===== src/rtl/cache_pkg.sv =====
// cache_pkg: shared definitions for the 4-entry fully associative cache back end.
//   NUM_ENTRIES  number of cache entries
//   CNT_MAX      LRU counter value given to the most recently used entry
//   ADDR_W/DATA_W default address/data widths (entry_t is sized by them)
//   fill_state_t controller FSM states
//   entry_t      one entry of the store: tag, data, LRU counter, valid
package cache_pkg;
  localparam int         NUM_ENTRIES = 4;
  localparam logic [1:0] CNT_MAX     = 2'b11;
  localparam int         ADDR_W      = 8;
  localparam int         DATA_W      = 8;

  typedef enum logic [1:0] {
    ST_IDLE       = 2'd0,
    ST_FILL_WAIT  = 2'd1,
    ST_WRITE_WAIT = 2'd2,
    ST_RESP       = 2'd3
  } fill_state_t;

  typedef struct packed {
    logic [ADDR_W-1:0] tag;
    logic [DATA_W-1:0] data;
    logic [1:0]        cnt;
    logic              valid;
  } entry_t;
endpackage


===== src/rtl/cache_fill_ctrl_lru_update.sv =====
// lru_update: combinational LRU counter next-value block.
//   i_sel  entry being touched (set to CNT_MAX)
//   i_dec  per-entry decrement enables (ignored for i_sel)
//   i_cnt  current counters
//   o_cnt  next counters; decrements saturate at 0, never wrap
module lru_update
  import cache_pkg::*;
(
  input  logic [1:0]                  i_sel,
  input  logic [NUM_ENTRIES-1:0]      i_dec,
  input  logic [NUM_ENTRIES-1:0][1:0] i_cnt,
  output logic [NUM_ENTRIES-1:0][1:0] o_cnt
);
  always_comb begin
    o_cnt = i_cnt;
    for (int i = 0; i < NUM_ENTRIES; i++) begin
      if (i_sel == 2'(i))
        o_cnt[i] = CNT_MAX;
      else if (i_dec[i] && (i_cnt[i] != 2'd0))
        o_cnt[i] = i_cnt[i] - 2'd1;
    end
  end
endmodule


===== src/rtl/cache_fill_ctrl.sv =====
// cache_fill_ctrl: sequential back end of the 4-entry fully associative cache.
// Holds the entry store, exports it to the external hit/victim lookup unit,
// and acts on its hit/sel/dec decision. Read misses fill from memory;
// writes go through to memory, with no allocation on a write miss.
//   clk/rst             clock, async active-high reset
//   cpu_*               CPU request/response (req pulse, done pulse, busy)
//   hit_in/sel_in/dec_in lookup result, only looked at when a request is accepted
//   entry_addrs/cnt/valid entry store, to the lookup unit
//   mem_*               memory port; mem_req held until mem_ack
// Build option: CACHE_FILL_STATS_EN adds saturating hit_count/miss_count outputs.
module cache_fill_ctrl
  import cache_pkg::*;
#(
  parameter int d_width = DATA_W,
  parameter int a_width = ADDR_W
) (
  input  logic                               clk,
  input  logic                               rst,
  input  logic                               cpu_req,
  input  logic                               cpu_we,
  input  logic [a_width-1:0]                 cpu_addr,
  input  logic [d_width-1:0]                 cpu_wdata,
  output logic [d_width-1:0]                 cpu_rdata,
  output logic                               cpu_done,
  output logic                               cpu_busy,
  input  logic                               hit_in,
  input  logic [1:0]                         sel_in,
  input  logic [NUM_ENTRIES-1:0]             dec_in,
  output logic [NUM_ENTRIES-1:0][a_width-1:0] entry_addrs,
  output logic [NUM_ENTRIES-1:0][1:0]        cnt,
  output logic [NUM_ENTRIES-1:0]             valid,
  output logic                               mem_req,
  output logic                               mem_we,
  output logic [a_width-1:0]                 mem_addr,
  output logic [d_width-1:0]                 mem_wdata,
  input  logic [d_width-1:0]                 mem_rdata,
  input  logic                               mem_ack
`ifdef CACHE_FILL_STATS_EN
  ,
  output logic [15:0]                        hit_count,
  output logic [15:0]                        miss_count
`endif
);
  // The entry store is built from entry_t, whose fields use the package widths.
  if ((a_width != ADDR_W) || (d_width != DATA_W)) begin : g_width_guard
    $error("cache_fill_ctrl: a_width/d_width must match cache_pkg ADDR_W/DATA_W");
  end

  fill_state_t                       r_state, w_state_nxt;
  entry_t [NUM_ENTRIES-1:0]          r_ent;
  logic   [a_width-1:0]              r_addr;
  logic   [1:0]                      r_sel;
  logic   [NUM_ENTRIES-1:0]          r_dec;
  logic                              w_accept;
  logic   [1:0]                      w_lru_sel;
  logic   [NUM_ENTRIES-1:0]          w_lru_dec;
  logic   [NUM_ENTRIES-1:0][1:0]     w_cnt_cur, w_cnt_nxt;

  assign w_accept = (r_state == ST_IDLE) && cpu_req;

  // Live lookup result on acceptance; the latched copy is used for the fill.
  assign w_lru_sel = (r_state == ST_IDLE) ? sel_in : r_sel;
  assign w_lru_dec = (r_state == ST_IDLE) ? dec_in : r_dec;

  always_comb begin
    w_cnt_cur   = '0;
    entry_addrs = '0;
    valid       = '0;
    for (int i = 0; i < NUM_ENTRIES; i++) begin
      w_cnt_cur[i]   = r_ent[i].cnt;
      entry_addrs[i] = r_ent[i].tag;
      valid[i]       = r_ent[i].valid;
    end
  end
  assign cnt = w_cnt_cur;

  lru_update u_lru (
    .i_sel (w_lru_sel),
    .i_dec (w_lru_dec),
    .i_cnt (w_cnt_cur),
    .o_cnt (w_cnt_nxt)
  );

  // State register
  always_ff @(posedge clk or posedge rst) begin
    if (rst) r_state <= ST_IDLE;
    else     r_state <= w_state_nxt;
  end

  // Next-state logic
  always_comb begin
    w_state_nxt = r_state;
    case (r_state)
      ST_IDLE: if (cpu_req) begin
        if (cpu_we)      w_state_nxt = ST_WRITE_WAIT;
        else if (hit_in) w_state_nxt = ST_RESP;
        else             w_state_nxt = ST_FILL_WAIT;
      end
      ST_FILL_WAIT, ST_WRITE_WAIT: if (mem_ack) w_state_nxt = ST_RESP;
      ST_RESP: w_state_nxt = ST_IDLE;
      default: w_state_nxt = ST_IDLE;
    endcase
  end

  // State-decoded outputs
  always_comb begin
    cpu_done = (r_state == ST_RESP);
    cpu_busy = (r_state != ST_IDLE);
  end

  // Entry store, request latches and registered memory/CPU data outputs
  always_ff @(posedge clk or posedge rst) begin
    if (rst) begin
      r_ent     <= '0;
      r_addr    <= '0;
      r_sel     <= '0;
      r_dec     <= '0;
      cpu_rdata <= '0;
      mem_req   <= 1'b0;
      mem_we    <= 1'b0;
      mem_addr  <= '0;
      mem_wdata <= '0;
    end else begin
      case (r_state)
        ST_IDLE: if (cpu_req) begin
          r_addr <= cpu_addr;
          r_sel  <= sel_in;
          r_dec  <= dec_in;
          if (cpu_we) begin
            mem_req   <= 1'b1;
            mem_we    <= 1'b1;
            mem_addr  <= cpu_addr;
            mem_wdata <= cpu_wdata;
            if (hit_in) begin
              r_ent[sel_in].data <= cpu_wdata;
              for (int i = 0; i < NUM_ENTRIES; i++) r_ent[i].cnt <= w_cnt_nxt[i];
            end
          end else if (hit_in) begin
            cpu_rdata <= r_ent[sel_in].data;
            for (int i = 0; i < NUM_ENTRIES; i++) r_ent[i].cnt <= w_cnt_nxt[i];
          end else begin
            mem_req  <= 1'b1;
            mem_we   <= 1'b0;
            mem_addr <= cpu_addr;
          end
        end
        ST_FILL_WAIT: if (mem_ack) begin
          r_ent[r_sel].tag   <= r_addr;
          r_ent[r_sel].data  <= mem_rdata;
          r_ent[r_sel].valid <= 1'b1;
          for (int i = 0; i < NUM_ENTRIES; i++) r_ent[i].cnt <= w_cnt_nxt[i];
          cpu_rdata <= mem_rdata;
          mem_req   <= 1'b0;
        end
        ST_WRITE_WAIT: if (mem_ack) begin
          mem_req <= 1'b0;
          mem_we  <= 1'b0;
        end
        default: ;
      endcase
    end
  end

`ifdef CACHE_FILL_STATS_EN
  always_ff @(posedge clk or posedge rst) begin
    if (rst) begin
      hit_count  <= '0;
      miss_count <= '0;
    end else if (w_accept) begin
      if (hit_in) begin
        if (hit_count != 16'hFFFF) hit_count <= hit_count + 16'd1;
      end else begin
        if (miss_count != 16'hFFFF) miss_count <= miss_count + 16'd1;
      end
    end
  end
`endif
endmodule


===== config.mk =====
export PLATFORM = sky130hd
export DESIGN_NAME = cache_fill_ctrl
export DESIGN_NICKNAME = d
export VERILOG_FILES = /design/src/rtl/cache_pkg.sv /design/src/rtl/cache_fill_ctrl_lru_update.sv /design/src/rtl/cache_fill_ctrl.sv
export SDC_FILE = /design/constraint.sdc
export NUM_CORES = 1
export LEC_CHECK = 0
export CAP_MARGIN = 20
export CORE_MARGIN = 2
export CORE_UTILIZATION = 45
export CTS_BUF_LIST = sky130_fd_sc_hd__clkbuf_16
export CTS_CLUSTER_DIAMETER = 60
export DETAILED_ROUTE_END_ITERATION = 6
export PLACE_DENSITY = 0.71
export REMOVE_ABC_BUFFERS = 1
export SETUP_SLACK_MARGIN = 0.05
export SYNTH_ARGS = -nofsm -noshare
export SYNTH_HDL_FRONTEND = slang
export SYNTH_SLANG_ARGS = --single-unit

===== constraint.sdc =====
create_clock -name clk -period 9.15 [get_ports clk]
set_input_delay 0.915 -clock clk [delete_from_list [all_inputs] [get_ports clk]]
set_output_delay 0.915 -clock clk [all_outputs]
set_load 0.01 [all_outputs]

* Word level (Yosys, flattened, before mapping)
Cells that the tools add are included.
Storage, ports and cells: bits in registers 118, input bits 36, output and inout bits 72, logic and storage cells 136
Cells by class: add/sub/neg operators 4, magnitude comparators 4, equality and inequality tests 15, multiplexer cells 62, reduce and logical (&&, ||, !) cells 26
Operators by type and width (number):
- bitwise mux 76 bit | 4
- two-way mux 76 bit | 3
- demux 19 bit (select 2 bit) | 4
- case mux 76 bit (2 select lines) | 1
- two-way mux 17 bit | 3
- two-way mux 8 bit | 6
- two-way mux 2 bit | 21
- binary-select mux 19 bit (select 2 bit) | 1
- two-way mux 11 bit | 3
- two-way mux 19 bit | 1
- two-way mux 16 bit | 1
- case mux 8 bit (2 select lines) | 1
- nonzero test 2 bit | 8
- != test 2 bit (second input constant) | 7
- AND reduction 4 bit | 3
- AND reduction 5 bit | 2
- two-way mux 1 bit | 9
- == test 2 bit (second input constant) | 4
- subtractor 2 x 1 -> 2 bit (second input constant) | 4
- logical AND 1 bit | 6
- less-than comparator 2 x 3 -> 1 bit (second input constant) | 2
- case mux 2 bit (3 select lines) | 1
- AND reduction 3 bit | 2
- == test 2 x 1 -> 1 bit (second input constant) | 2
- 8 further kinds | 12

* Logic depth before layout (Yosys ltp)
word-level depth 9, mapped depth 8, gate-level depth less buffers 6

* Hierarchy
From an unflattened synthesis, not the netlist that was laid out.
Second synthesis, totals: cell total of the unflattened synthesis 488, area, all modules 5978.2 sq um
By module, submodules not included:
- cache_fill_ctrl | times used 1, cells an instance 453, area an instance 5729.2 sq um, sequential area each 2952.8 sq um
- lru_update | times used 1, cells an instance 35, area an instance 249.0 sq um, sequential area each 0.0 sq um

* Worst setup path after synthesis
Ideal clock, no wire load.
path type input-to-reg, start input port cpu_req, end register r_ent (netlist bit entry_addrs[10]), library setup time 0.125 ns, data arrival time 2.205 ns, data required time 9.025 ns, slack 6.820 ns, stages on the path 5, buffers on the path 1, cell sequence buf_4 nand3_1 a211o_1 nor2_2 mux2_2
On the way: cells in the longest elaborated chain, start to end 2
RTL lines:
- from (decl) | line cache_fill_ctrl.sv:19 | input logic cpu_req,
- != test 2 bit (no source line)
- AND reduction 5 bit (no source line)
- to (decl) | line cache_fill_ctrl.sv:50 | entry_t [NUM_ENTRIES-1:0] r_ent;
No other way between the ends. A chain may end at the register's enable or synchronous reset.

* Worst setup path after layout
start register r_state[1], end output port cpu_busy
On the way: cells in the longest elaborated chain, start to end 1
RTL lines:
- from (decl) | line cache_fill_ctrl.sv:49 | fill_state_t r_state, w_state_nxt;
- from (signal assigned) | line cache_fill_ctrl.sv:87 | else r_state <= w_state_nxt;
- nonzero test 2 bit | line cache_fill_ctrl.sv:108 | cpu_busy = (r_state != ST_IDLE);
- to (decl) | line cache_fill_ctrl.sv:25 | output logic cpu_busy,
No other way between the ends.

==> results_dict.tcl <==
set metrics [dict create \
    tightest_slew_ns 1.05 \
    cts_max_level 4 \
    ctsResizeCount 0 \
    drive_above_1_share_pct 21.9 \
    path_buf_inv 3 \
    fin_worst_skew_ns 0.00920 \
    antenna_cells 0 \
    grt_pass1_wl_um 21500 \
    cp.required_ns 8.24 \
    rsz0062_at_grt "false" \
    hold_viol 0 \
    grt_pass1_vias 4014 \
    setup_violations 0 \
    setup_ws_ns 5.78 \
    synthCells 454 \
    cts_hold_buf 0 \
    fp-row-count 40 \
    wl_per_cell_um 18.8 \
    clockBufferDepth 2 \
    drt_iter0_markers 312 \
    vdd_drop_max_mv 0.209 \
    die_h_um 116 \
    crit_top_cell "inv_1" \
    synth.distinct_cells 36 \
    setup_tns_ns 0 \
    routed_via_density 5.50 \
    use_met3_pct 9.24 \
    area_delta_synth_final_pct 27.8 \
    overflow 0 \
    seq_area_frac_synth_pct 52.2 \
    core_sq_um 12200 \
    io_pins 108 \
    fin_nets 565 \
    ys_ff_latch 118 \
    start_kind "register" \
    wl_um 13200 \
    final_common_cell "dfrtp_1" \
    synth_area_sq_um 5660 \
    crit_path_cell_trace "inv_1 -> ha_1 -> inv_1 -> clkdlybuf4s50_1" \
    post-route-min-period_ns 3.37 \
    firstDrtPassIters 5 \
    grt_max_degree 74 \
    crit_path_top_delay_cell "ha_1" \
    max_freq_ghz 0.297 \
    yosysWarnings 0 \
    start_util_pct 46.5 \
    drc 0 \
    place_worst_setup_slack_ns 5.39 \
    power.total_mw 2.81 \
    drtAntennaViolNets 0 \
    outcome "complete, no violations" \
    power_density_nw_per_um2 389 \
    grt.busiest_layer "met2" \
    cts.sinks 118 \
    timing.max_cap.violations 0 \
    cts-root-buf "clkbuf_16" \
    critPathMaxStageDelay_ns 0.72 \
    dieArea_sq_um 13500 \
    cts_setup_buffers 0 \
    final_cells 702 \
    fin_crit_sh_pct 36.8 \
    setup.worst_path.end_class "output port" \
    cpLargestDelayFamily "buffers and inverters" \
    p_leak_nw 3.01 \
    final_util_pct 59.4 \
    place.gp.congestion 0.809 \
    cts_tree "yes" \
    final_area_sq_um 7230 \
    path_max_fanout 23 \
    use_met1_pct 26.9 \
    hold_slack_ns 0.469 \
    final_cell_mix "118 x dfrtp_1, 107 x clkdlybuf4s50_1, 62 x mux2_2, 35 x a22oi_1, 33 x o2bb2ai_1" \
    cp_data_arrival_time_ns 2.45 \
    antenna_found_initial 0 \
    clock_latency_ns 0.42 \
    cts_buffers 17 \
    clk_pin_slew_ns 0.06 \
    path_class "reg2out" \
    grtUsageMet2_pct 32.9 \
    via_count 3859 \
    dpl.cell_count 669 \
    slew_headroom_pct 30.1 \
    syn_avg_cell_area_sq_um 12.5 \
    grt.total_usage_pct 21.3 \
    hp-class "reg2reg" \
    drv_slew 0 \
    dieWidth_um 116 \
    dpl.hpwl_um 8830 \
    io_buffers 107 \
    dpl-instance-area_sq_um 6540 \
]
[area by class of cell]
cell class                      count  area, sq um
Fill cell                         958         4940
Sequential cell                   118         2950
Multi-Input combinational cell    256         2220
Timing Repair Buffer              110         1090
Clock buffer                       17          425
Clock inverter                     15          258
Tap cell                          168          210
Inverter                           18         70.1
[flip-flops by register name, indices dropped and copies added (netlist names)]
name / count
r_ent: 32
r_dec: 4
mem_req: 1
cnt: 8
mem_wdata: 8
cpu_rdata: 8
valid: 4
r_addr: 8
mem_we: 1
entry_addrs: 32
r_sel: 2
r_state: 2
mem_addr: 8
[power breakdown]
group          internal (mW)  switching (mW)
Sequential             0.773           0.157
Clock                  0.534           0.242
Combinational          0.597           0.510
Total                   1.90           0.909
[cells in the mapped netlist]
| cell | n | share of area [%] |
|---|---|---|
| nor3_2 | 2 | 0.35 |
| o21ai_0 | 9 | 0.80 |
| a22o_1 | 2 | 0.31 |
| nand3b_1 | 3 | 0.40 |
| mux2i_1 | 13 | 2.3 |
| nand2b_1 | 4 | 0.44 |
| a31oi_1 | 4 | 0.44 |
| a21o_1 | 2 | 0.27 |
| buf_4 | 48 | 6.4 |
| nor3_4 | 1 | 0.29 |
| nor4b_1 | 3 | 0.46 |
| mux4_2 | 8 | 3.2 |
| ha_1 | 8 | 1.8 |
| a21boi_0 | 1 | 0.13 |
| or2_2 | 5 | 0.55 |
| nor2_1 | 17 | 1.1 |
| a211o_1 | 1 | 0.15 |
| nor3b_2 | 2 | 0.44 |
| o2bb2ai_1 | 33 | 5.1 |
| o22ai_1 | 4 | 0.44 |
| clkbuf_1 | 8 | 0.53 |
| o21ai_1 | 4 | 0.35 |
| nand3_1 | 3 | 0.27 |
| a21oi_1 | 12 | 1.1 |
| buf_1 | 1 | 0.066 |
| nand2_1 | 10 | 0.66 |
| mux2_2 | 62 | 12 |
| nor3_1 | 2 | 0.18 |
| buf_2 | 5 | 0.44 |
| nand4_1 | 1 | 0.11 |
| nor2_2 | 3 | 0.33 |
| and3_1 | 1 | 0.11 |
| dfrtp_1 | 118 | 52 |
| o21a_1 | 1 | 0.13 |
| a22oi_1 | 35 | 4.6 |
| inv_1 | 18 | 1.2 |
[path summary, 6_finish.rpt]
| path | slack (ns) | depth (start not counted) | startpoint | end |
|---|---|---|---|---|
| min in group asynchronous | 0.90 | 2 | rst | valid[2] |
| setup reg to reg | 5.97 | 6 | r_state[1] | mem_addr[0] |
| hold / removal | 0.47 | 1 | valid[0] | valid[0] |
| max in group asynchronous | 6.93 | 3 | rst | cpu_rdata[4] |
| hold reg to reg | 0.47 | 1 | valid[0] | valid[0] |
| setup / recovery | 5.78 | 4 | r_state[1] | cpu_busy |
[logic make-up after synthesis]
logic type	synth area share, %
AND/OR/NAND/NOR	5.73
AO/OA/AOI/OAI	13.8
flip-flops	52.2
adder cells (fa/ha/maj)	1.77
buffers and inverters	8.61
multiplexers	17.8
[per-layer routing]
metal	wire, um	up-vias
met5	0	-
met4	157	0
met3	1250	16
met2	6150	144
met1	5660	1926
li1	-	1773
No activity file was read; power rests on OpenSTA's default activity.
